### config.mk
export PLATFORM = sky130hd
export DESIGN_NAME = spi_txn_arbiter
export DESIGN_NICKNAME = d
export VERILOG_FILES = /design/src/rtl/spi_txn_arbiter.sv
export SDC_FILE = /design/constraint.sdc
export NUM_CORES = 1
export LEC_CHECK = 0
export ABC_AREA = 0
export CORE_UTILIZATION = 37
export DETAILED_ROUTE_END_ITERATION = 10
export GPL_ROUTABILITY_DRIVEN = 0
export GPL_TIMING_DRIVEN = 1
export PLACE_DENSITY = 0.75
export RECOVER_POWER = 100
export SYNTH_ARGS = -nofsm -noshare
export SYNTH_HDL_FRONTEND = slang
export SYNTH_SLANG_ARGS = --single-unit
### constraint.sdc
create_clock -name sys_clock -period 2.15 [get_ports sys_clock]
set_input_delay 0.215 -clock sys_clock [delete_from_list [all_inputs] [get_ports sys_clock]]
set_output_delay 0.215 -clock sys_clock [all_outputs]
set_load 0.05 [all_outputs]
### src/rtl/spi_txn_arbiter.sv
// Round-robin arbiter that serialises NUM_REQ requesters onto one spi_full_duplex master port.
// Optional macro SPI_ARB_TIMEOUT_EN adds a WAIT watchdog of TIMEOUT_CYCLES cycles.
module spi_txn_arbiter #(
    parameter int NUM_REQ        = 4,
    parameter int DATA_W         = 18,
    parameter int GAP_CYCLES     = 2,
    parameter int TIMEOUT_CYCLES = 4096,
    localparam int ID_W          = $clog2(NUM_REQ)
) (
    input  logic                      sys_clock,
    input  logic                      reset_n,
    input  logic [NUM_REQ-1:0]        req,
    input  logic [NUM_REQ*DATA_W-1:0] req_data,
    input  logic [NUM_REQ*2-1:0]      req_mode,
    input  logic [NUM_REQ*2-1:0]      req_speed,
    output logic [NUM_REQ-1:0]        ack,
    output logic [DATA_W-1:0]         rsp_data,
    output logic                      rsp_timeout,
    output logic                      busy,
    output logic [ID_W-1:0]           grant_id,
    output logic                      spi_tx_enable,
    output logic [DATA_W-1:0]         spi_data_in,
    output logic [1:0]                spi_mode,
    output logic [1:0]                spi_clock_speed,
    input  logic                      spi_rx_valid,
    input  logic [DATA_W-1:0]         spi_rx_data,
    output logic [2:0]                dbg_state
);

    typedef enum logic [2:0] {
        S_IDLE   = 3'd0,
        S_LAUNCH = 3'd1,
        S_WAIT   = 3'd2,
        S_RESP   = 3'd3,
        S_GAP    = 3'd4
    } state_t;

    state_t              state_q;
    logic [NUM_REQ-1:0]  ack_q;
    logic [DATA_W-1:0]   rsp_data_q;
    logic                busy_q;
    logic [ID_W-1:0]     grant_q;
    logic [ID_W-1:0]     last_grant_q;
    logic                tx_en_q;
    logic [DATA_W-1:0]   data_q;
    logic [1:0]          mode_q;
    logic [1:0]          speed_q;
    logic [3:0]          gap_q;

    logic                win_found;
    logic [ID_W-1:0]     win_id;
    logic [ID_W-1:0]     cand;

`ifdef SPI_ARB_TIMEOUT_EN
    localparam int TMO_W = $clog2(TIMEOUT_CYCLES + 1);
    logic [TMO_W-1:0]    tmo_q;
    logic                rsp_timeout_q;
    assign rsp_timeout = rsp_timeout_q;
`else
    assign rsp_timeout = 1'b0;
`endif

    // Search starts one past the last winner so every requester gets a turn.
    always_comb begin
        win_found = 1'b0;
        win_id    = last_grant_q;
        cand      = '0;
        for (int k = 1; k <= NUM_REQ; k++) begin
            cand = ID_W'((int'(last_grant_q) + k) % NUM_REQ);
            if (!win_found && req[cand]) begin
                win_found = 1'b1;
                win_id    = cand;
            end
        end
    end

    always_ff @(posedge sys_clock or negedge reset_n) begin
        if (!reset_n) begin
            state_q      <= S_IDLE;
            ack_q        <= '0;
            rsp_data_q   <= '0;
            busy_q       <= 1'b0;
            grant_q      <= '0;
            last_grant_q <= ID_W'(NUM_REQ - 1);
            tx_en_q      <= 1'b0;
            data_q       <= '0;
            mode_q       <= '0;
            speed_q      <= '0;
            gap_q        <= '0;
`ifdef SPI_ARB_TIMEOUT_EN
            tmo_q         <= '0;
            rsp_timeout_q <= 1'b0;
`endif
        end else begin
            case (state_q)
                S_IDLE: begin
                    if (win_found) begin
                        grant_q <= win_id;
                        data_q  <= req_data[DATA_W*int'(win_id) +: DATA_W];
                        mode_q  <= req_mode[2*int'(win_id) +: 2];
                        speed_q <= req_speed[2*int'(win_id) +: 2];
                        tx_en_q <= 1'b1;
                        busy_q  <= 1'b1;
                        state_q <= S_LAUNCH;
                    end
                end
                S_LAUNCH: begin
                    tx_en_q <= 1'b0;
`ifdef SPI_ARB_TIMEOUT_EN
                    tmo_q   <= '0;
`endif
                    state_q <= S_WAIT;
                end
                S_WAIT: begin
                    if (spi_rx_valid) begin
                        rsp_data_q     <= spi_rx_data;
                        ack_q[grant_q] <= 1'b1;
                        state_q        <= S_RESP;
                    end
`ifdef SPI_ARB_TIMEOUT_EN
                    else if (tmo_q == TMO_W'(TIMEOUT_CYCLES - 1)) begin
                        rsp_data_q     <= '0;
                        rsp_timeout_q  <= 1'b1;
                        ack_q[grant_q] <= 1'b1;
                        state_q        <= S_RESP;
                    end else begin
                        tmo_q <= tmo_q + TMO_W'(1);
                    end
`endif
                end
                S_RESP: begin
                    ack_q        <= '0;
                    last_grant_q <= grant_q;
                    gap_q        <= 4'(GAP_CYCLES);
`ifdef SPI_ARB_TIMEOUT_EN
                    rsp_timeout_q <= 1'b0;
`endif
                    state_q      <= S_GAP;
                end
                S_GAP: begin
                    // Leaves as the counter reaches zero: exactly GAP_CYCLES cycles spent here.
                    gap_q <= gap_q - 4'd1;
                    if (gap_q <= 4'd1) begin
                        busy_q  <= 1'b0;
                        state_q <= S_IDLE;
                    end
                end
                default: begin
                    ack_q   <= '0;
                    tx_en_q <= 1'b0;
                    busy_q  <= 1'b0;
                    state_q <= S_IDLE;
                end
            endcase
        end
    end

    assign ack             = ack_q;
    assign rsp_data        = rsp_data_q;
    assign busy            = busy_q;
    assign grant_id        = grant_q;
    assign spi_tx_enable   = tx_en_q;
    assign spi_data_in     = data_q;
    assign spi_mode        = mode_q;
    assign spi_clock_speed = speed_q;
    assign dbg_state       = state_q;

endmodule

# [Word level (Yosys, flattened, before mapping)]
# Cells that the tools add are included.
[word_totals] reg_bits=57 out_inout_bits=52 word_cells=85
[classes] reduce_logical=18 n_eq_ne=7 addsub=5 n_lt_le_gt_ge=7 n_mul=1 n_shift=3 bitwise=4 muxes=29
[ops] op="$shiftx A72 B8 Y18" n=1
[ops] op="$pmux W4 S2" n=2
[ops] op="$shiftx A8 B4 Y2" n=2
[ops] op="$lt A2 B3 Y1 const B" n=5
[ops] op="$pmux W3 S5" n=1
[ops] op="$mux W1" n=11
[ops] op="$mux W3" n=3
[ops] op="$reduce_or A3 Y1" n=3
[ops] op="$bmux W1 S2" n=4
[ops] op="$mux W2" n=4
[ops] op="$reduce_and A2 Y1" n=4
[ops] op="$eq A3 B2 Y1 const B" n=2
[ops] op="$mul A4 B2 Y6 const A" n=1
[ops] op="$ne A2 B2 Y1 const B" n=3
[ops] op="$reduce_and A3 Y1" n=2
[ops] op="$add A2 B1 Y2 const B" n=2
[ops] op="$add A2 B2 Y2 const B" n=2
[ops] op="$le A4 B1 Y1 const B" n=1
[ops] op="$logic_and A1 B1 Y1" n=4
[ops] op="$mux W4" n=1
[ops] op="$or A4 B4 Y4" n=1
[ops] op="$sub A4 B1 Y4 const B" n=1
[ops] op="$eq A3 B1 Y1 const B" n=1
[ops] op="$eq A3 B3 Y1 const B" n=1
[ops] op="other kinds (8)" n=12

# [Depth between registers and ports, before layout]
# Gate-level depths: netlist (run 1).
[logic_depth] depth_word=15 mapped_depth=8

# [Least setup slack after synthesis (run 1)]
# No wires, ideal clock.
[synth_timing] path_kind="register to register" start="reg state_q[2] (netlist: dbg_state[2])" end="reg data_q[10] (netlist: spi_data_in[10])" required_ns=2.070 synth_period_minus_slack_ns=2.142 path_buffers=4 path_stages_with_launch=8 arrival_ns=2.062 path_slack_ns=0.008 setup_ns=0.080 cell_sequence="dfrtp_1 buf_6 or4_4 buf_6 or2_1 buf_6 buf_6 o211ai_2"
[synth_between] elab_chain_cells=2
[synth_lines] element="start: declaration" line="38" source="state_t state_q;"
[synth_lines] element="start signal: assignment" line="79" source="state_q <= S_IDLE;"
[synth_lines] element="start signal: assignment" line="104" source="state_q <= S_LAUNCH;"
[synth_lines] element="start signal: assignment" line="112" source="state_q <= S_WAIT;"
[synth_lines] element="$logic_not A3 Y1" line="95" source="case (state_q)"
[synth_lines] element="$reduce_and A2 Y1 (no line)"
[synth_lines] element="end signal: assignment" line="99" source="data_q <= req_data[DATA_W*int'(win_id) +: DATA_W];"
[synth_lines] element="end: declaration" line="45" source="logic [DATA_W-1:0] data_q;"
# Every way passes these cells.
# A chain may end at the register's enable or synchronous reset.

# [Final worst setup path (run 1)]
[layout_timing] start="reg last_grant_q[1]" end="reg data_q[15] (netlist: spi_data_in[15])"
[layout_between] elab_chain_cells=15 elab_cells_between_ends=29 cone_classes="4 x add/sub; 1 x mul; 1 x shift; 16 x mux; 7 x reduce/logical"
[layout_lines] element="start: declaration" line="43" source="logic [ID_W-1:0] last_grant_q;"
[layout_lines] element="start signal: assignment" line="84" source="last_grant_q <= ID_W'(NUM_REQ - 1);"
[layout_lines] element="start signal: assignment" line="133" source="last_grant_q <= grant_q;"
[layout_lines] element="$add A2 B1 Y2" line="69" source="cand = ID_W'((int'(last_grant_q) + k) % NUM_REQ);"
[layout_lines] element="$bmux W1 S2" line="70" source="if (!win_found && req[cand]) begin"
[layout_lines] element="$mux W1 (not written as such)" line="70"
[layout_lines] element="$mux W1" line="70"
[layout_lines] element="$logic_not A1 Y1" line="70"
[layout_lines] element="$logic_and A1 B1 Y1" line="70"
[layout_lines] element="$mux W1" line="70"
[layout_lines] element="$logic_not A1 Y1" line="70"
[layout_lines] element="$logic_and A1 B1 Y1" line="70"
[layout_lines] element="$mux W1" line="70"
[layout_lines] element="$logic_not A1 Y1" line="70"
[layout_lines] element="$logic_and A1 B1 Y1" line="70"
[layout_lines] element="$mux W2" line="70"
[layout_lines] element="$mul A4 B2 Y6" line="99"
[layout_lines] element="$shiftx A72 B8 Y18" line="99"
# Parallel ways exist; a longest one is shown, timed or not. The select of a mux whose other input is x is not followed.

==> results_dict.tcl, run 1 <==
set metrics [dict create \
    arrival_ns 2.30 \
    hold_path.class "in -> async" \
    htreeDepth 3 \
    antenna_left 0 \
    reg2reg_depth 7 \
    synth_edf_count 0 \
    wl_mm 9.70 \
    die_area_sq_um 9290 \
    ys_ff_latch 57 \
    grt_pass1_vias 2851 \
    synth_cell_types 37 \
    maxSlewViolCount 0 \
    tritoncts "yes" \
    status "finished clean" \
    drt-pass1-iter-count 4 \
    root_buffer "clkbuf_8" \
    max_freq_ghz 0.486 \
    required_ns 2.39 \
    slowest_delay_ns 0.63 \
    ff2ff_setup_slack_ns 0.09 \
    worst_skew_pair.late_latency_ns 0.33 \
    switchingPower_mw 4.16 \
    wl_per_cell_microns 16.3 \
    num_antenna_cells 0 \
    die_h_microns 96.4 \
    area_delta_synth_final_pct 62.0 \
    synth_mux_area_share_pct 21.3 \
    synth-compound-area-share_pct 13.2 \
    async_flop_share_pct 100 \
    critPathBufInv 2 \
    reg2reg_from "last_grant_q[1]" \
    finalHoldViolations 0 \
    relSlewSlack_pct 49.8 \
    yosys_warnings 0 \
    intPower_mw 4.42 \
    clkTransAtPathRegs_ns 0.07 \
    cpMaxStageDelayCell "dfstp_2" \
    syn-cell-area_sq_um 3300 \
    syn_inst 311 \
    path_cells "nand2b_1 -> a21oi_1 -> a311oi_4 -> buf_4 -> buf_6 -> mux2_2 -> o211ai_1" \
    crit_fanout 14 \
    p_seq_share_pct 22.4 \
    finalCriticalPeriod_ns 2.06 \
    core_area_sq_um 8680 \
    yosys.area_share.simple_pct 15.8 \
    final_nets 596 \
    die_w_microns 96.4 \
    drv_cap 0 \
    cp-start-kind "register" \
    setup_violations 0 \
    ys.flop_type "dfrtp_1" \
    drive_gt1_share_pct 18.9 \
    initial_utilization_pct 38.0 \
    cts_buffer_depth 2 \
    synth_xor_area_share_pct 0.266 \
    avgViaCountPerCell 5.11 \
    grt_pass1_wl_mm 13.9 \
    antenna_found_initial 0 \
    critPathTopFamily "flip-flops" \
    synth_nets 426 \
    avgSynthCellArea_sq_um 10.6 \
    power.leakage_nw 2.20 \
    rsz0062_at_grt "no" \
    numCtsBuffers 9 \
    finish.utilization_pct 61.5 \
    ir_drop_v 0.000922 \
    yosysSeqAreaShare_pct 43.4 \
    placed_area_sq_um 5120 \
    power.density_nw_per_um2 1610 \
    portBuffers 163 \
    combPwrFrac_pct 64.1 \
    num_vias 3037 \
    sw_frac_of_total_pct 48.5 \
    pin_count 165 \
    stdcell_area_sq_um 5340 \
    crit_type "reg -> reg" \
    clock-skew-final_ns 0.0110 \
    critPathCaptureType "register" \
    p_clk_share_pct 13.5 \
    fin_crit_sh_pct 95.6 \
    tightestPinTransition_ns 0.753 \
    grt_usage_pct 20.0 \
    grt_max_degree 45 \
    rr_endpoint "spi_data_in[15]" \
    drc 0 \
    cts.sink_count 57 \
    fin_setup_tns_ns 0 \
    synthAdderAreaFrac_pct 0.759 \
    drtIter0Drc 91 \
    row_count 34 \
    place_hpwl_mm 6.92 \
    grt_overflow_total 0 \
    synth_top_family_by_area "multiplexers" \
]
[layer usage]
layer | part of all wire (%) | vias up | global-route usage (%) | wire, microns
met2 | 50 | 104 | 34.1 | 4860
li1 | - | 1473 | - | -
met5 | 0 | - | 0 | 0
met1 | 42 | 1453 | 24.9 | 4060
met3 | 7.0 | 7 | 5.24 | 681
met4 | 0.95 | 0 | 5.76 | 92
[state kept, by name, summed over array words and instances, names as in the netlist]
| register | flops |
|---|---|
| busy | 1 |
| grant_id | 2 |
| spi_tx_enable | 1 |
| spi_clock_speed | 2 |
| rsp_data | 18 |
| dbg_state | 3 |
| ack | 4 |
| last_grant_q | 2 |
| spi_mode | 2 |
| gap_q | 4 |
| spi_data_in | 18 |
[synthesized netlist by cell type (2+ instances only)]
cell type | count | area (sq um)
dfrtp_1 | 55 | 1380
nand3_1 | 45 | 225
mux2_2 | 41 | 462
nand2_1 | 30 | 113
mux2i_1 | 23 | 230
o211ai_2 | 19 | 238
nor2_1 | 15 | 56.3
a21oi_1 | 12 | 60.1
clkbuf_1 | 10 | 37.5
buf_2 | 9 | 45.0
buf_6 | 5 | 56.3
nor3_1 | 5 | 25.0
inv_1 | 4 | 15.0
o21ai_0 | 4 | 20.0
a311oi_1 | 3 | 26.3
o211ai_1 | 3 | 22.5
o22ai_1 | 3 | 18.8
buf_4 | 2 | 15.0
dfstp_2 | 2 | 52.6
ha_1 | 2 | 25.0
nand2b_1 | 2 | 12.5
o21a_1 | 2 | 15.0
[metrics by stage]
stage	power, mW	hold WS [ns]	worst slack [ns]	cells
5_1_grt	9.10	0.484	0.0264	594
3_5_place_dp	7.65	0.307	-0.0509	573
2_1_floorplan	5.83	-0.0806	0.00781	311
3_3_place_gp	7.51	0.305	0.0334	573
4_1_cts	8.83	0.481	0.0310	590
6_report	8.58	0.471	0.0945	594
[placed cells by master, fill, tap and decap left out, types with 4 or more instances in the layout]
| cell | n |
|---|---|
| a21oi_1 | 12 |
| buf_12 | 5 |
| buf_4 | 8 |
| clkbuf_1 | 4 |
| clkbuf_2 | 4 |
| clkbuf_8 | 11 |
| clkdlybuf4s50_1 | 111 |
| dfrtp_1 | 55 |
| dlygate4sd3_1 | 51 |
| inv_1 | 4 |
| mux2_1 | 4 |
| mux2_2 | 38 |
| mux2i_1 | 23 |
| nand2_1 | 30 |
| nand3_1 | 45 |
| nor2_1 | 15 |
| nor3_1 | 6 |
| o211ai_1 | 9 |
| o211ai_2 | 13 |
| o21ai_0 | 4 |
[repair_timing]
| action | 4_1_cts | 5_1_grt |
|---|---|---|
| resized for setup | 0 | 2 |
| endpoints found under the setup margin | 0 | 16 |
| hold buffers | 1 | 0 |
| hold endpoints to repair | 27 | 0 |
| buffers inserted | 0 | 3 |
[logic make-up (layout without fill, tap and decap cells)]
group,after synthesis,in the layout
AO/OA/AOI/OAI,49,49
adder cells (fa/ha/maj),2,2
buffers and inverters,30,205
flip-flops,57,57
AND/OR/NAND/NOR,106,106
XOR/XNOR,1,1
multiplexers,65,65
other,1,1
[area by class of cell]
type | instances | area [sq um]
fill | 734 | 3340
timing repair buffer | 185 | 1860
multi-input combinational | 224 | 1670
sequential | 57 | 1430
clock buffer | 12 | 155
tap | 108 | 135
clock inverter | 4 | 75.1
inverter | 4 | 15.0
[power by group through the flow]
stage / logic [mW] / registers, mW / clock network (mW)
3_5_place_dp: 5.70 / 1.96 / 0
3_3_place_gp: 5.58 / 1.93 / 0
4_1_cts: 5.70 / 1.95 / 1.18
5_1_grt: 5.87 / 2.00 / 1.24
6_report: 5.50 / 1.92 / 1.16
2_1_floorplan: 2.28 / 3.55 / 0
[worst register-to-register path: stages, from the launching register on]
cell and delay, ns:
dfstp_2 0.63, nand2b_1 0.13, a21oi_1 0.09, a311oi_4 0.26, buf_4 0.20, buf_6 0.20
mux2_2 0.36, o211ai_1 0.09
[worst max-delay path by stage]
stage	startpoint	endpoint	slack, ns	cells after the start
detailed placement	req[3]	spi_data_in[14]	-0.05	7
global placement	req[0]	spi_data_in[14]	0.03	7
CTS	last_grant_q[1]	spi_clock_speed[1]	0.03	6
floorplan	dbg_state[2]	spi_data_in[10]	0.008	7
global route	last_grant_q[1]	spi_data_in[15]	0.03	7
finish	last_grant_q[1]	spi_data_in[15]	0.09	7
(Power assumes the default switching activity.)
==> run 2: changes to the inputs <==
- CELL_PAD_IN_SITES_DETAIL_PLACEMENT: unset -> 2
- CELL_PAD_IN_SITES_GLOBAL_PLACEMENT: unset -> 2
- CORE_UTILIZATION: 37 -> 21
- PLACE_DENSITY: 0.75 -> 0.73
==> run 2 against run 1 <==
  * Die area increased by 74%
  * Via count increased by 5.4%
  * Setup slack got worse by 0.053 ns
  * Sequential share of layout area decreased by 1.1 points
  * Register-to-register slack got worse by 0.05 ns
  * Hold slack improved by 0.010 ns
  * Sequential power about the same
  * Utilization decreased by 25 points
  * Critical endpoint is now spi_data_in[11]
  * Largest cell class unchanged
  * Largest power group unchanged
==> results_dict.tcl, run 2 (synthesis gave the netlist of run 1 again) <==
set metrics [dict create \
    hold_path.class "in -> async" \
    drive_gt1_share_pct 21.5 \
    die_h_microns 127 \
    antenna_found_initial 0 \
    power_mw 9.02 \
    cts.sink_count 57 \
    drc 0 \
    required_ns 2.36 \
    avgViaCountPerCell 4.58 \
    setup_violations 0 \
    grt_pass1_vias 3406 \
    maxSlewViolCount 0 \
    power.leakage_nw 2.26 \
    arrival_ns 2.32 \
    area_delta_synth_final_pct 68.8 \
    clock-skew-final_ns 0.00767 \
    critPathCaptureType "register" \
    grt_pass1_wl_mm 18.7 \
    worst_skew_pair.late_latency_ns 0.33 \
    finish.utilization_pct 36.5 \
    drtIter0Drc 105 \
    crit_fanout 6 \
    clkTransAtPathRegs_ns 0.06 \
    final_common_cell "clkdlybuf4s50_1" \
    pin_count 165 \
    drv_cap 0 \
    die_area_sq_um 16200 \
    place_ws_ns -0.0488 \
    drt-pass1-iter-count 3 \
    crit_type "reg -> reg" \
    fin_crit_sh_pct 98.1 \
    num_vias 3202 \
    wl_per_cell_microns 18.0 \
    tightestPinTransition_ns 0.844 \
    num_antenna_cells 0 \
    antenna_left 0 \
    grt_overflow_total 0 \
    holdWs_ns 0.481 \
    status "finished clean" \
    initial_utilization_pct 21.6 \
    power.density_nw_per_um2 1620 \
    tritoncts "yes" \
    regArea_sq_um 1430 \
    final_nets 598 \
    place_hpwl_mm 8.91 \
    portBuffers 163 \
    stdcell_area_sq_um 5560 \
    grt_max_degree 46 \
    ir_drop_v 0.000656 \
    cp-start-kind "register" \
    placed_area_sq_um 5230 \
    fillers 1651 \
    relSlewSlack_pct 43.8 \
    multiInputGateArea_sq_um 1700 \
    mostFrequentLayoutCells "clkdlybuf4s50_1, dfrtp_1, dlygate4sd3_1" \
    finalCriticalPeriod_ns 2.11 \
    timing.final.ws_setup_ns 0.0418 \
    grt_usage_pct 15.0 \
    htreeDepth 3 \
    finalHoldViolations 0 \
    numCtsBuffers 9 \
    root_buffer "clkbuf_16" \
    row_count 45 \
    wl_mm 12.6 \
    die_w_microns 127 \
    max_freq_ghz 0.474 \
    cts_buffer_depth 2 \
    core_area_sq_um 15300 \
]
==> run 2: cell count changes in the layout (fill, tap and decap cells not counted), sizes merged <==
| cell | previous run | this run |
|---|---|---|
| bufinv | 2 | 0 |
| inv | 4 | 5 |
| buf | 14 | 17 |
| clkbuf | 21 | 20 |
| clkinv | 0 | 3 |
| dlygate4sd3 | 51 | 49 |
==> run 2: final timing paths <==
path	startpoint	to	slack, ns	depth (start not counted)
max	last_grant_q[1]	spi_data_in[11]	0.04	8
min	reset_n	spi_data_in[10]	0.48	2
max reg2reg	last_grant_q[1]	spi_data_in[11]	0.04	8
min reg2reg	spi_data_in[8]	spi_data_in[8]	0.49	2
max in group asynchronous	reset_n	spi_data_in[0]	0.35	3
min in group sys_clock	spi_data_in[8]	spi_data_in[8]	0.49	2
==> run 2: critical path, cell delays in order (launching register included) <==
cell      delay, ns
dfstp_2        0.59
mux2i_1        0.20
nor2_1         0.09
a311oi_4       0.26
buf_4          0.21
buf_6          0.12
buf_12         0.12
mux2i_1        0.27
o211ai_2       0.11
==> run 2: timing repair <==
item                                    CTS  global route
hold buffers                              1             0
endpoints found under the hold margin    27             0
endpoints found under the setup margin    0            22
setup buffers                             0             4
resized for setup                         0             7
==> run 2: layout make-up <==
cell class,count,area share [%]
Timing Repair Buffer,187,33.6
Multi-Input combinational cell,224,30.6
Sequential cell,57,25.7
Tap cell,211,4.75
Clock buffer,10,4.30
Clock inverter,6,0.765
Inverter,4,0.270
==> run 2: power breakdown <==
part / switching [mW] / leakage, nW / internal [mW] / total [mW]
clock: 0.525 / 0.135 / 0.811 / 1.34
combinational: 3.59 / 1.44 / 2.15 / 5.74
sequential: 0.332 / 0.693 / 1.61 / 1.95
==> run 2: per-stage QoR <==
step	setup TNS, ns	std cells
after floorplan	0	311
after global placement	0	675
after detailed placement	-0.497	675
after CTS	0	692
after global routing	-0.256	699
final	0	699
==> run 2: layer usage <==
layer,routed length [microns],vias up,part of all wire [%],global-route usage [%]
li1,-,1474,-,-
met1,5350,1615,43,17.9
met2,6340,101,50,26.1
met3,715,12,5.7,4.56
met4,161,0,1.3,4.06
met5,0,-,0,0
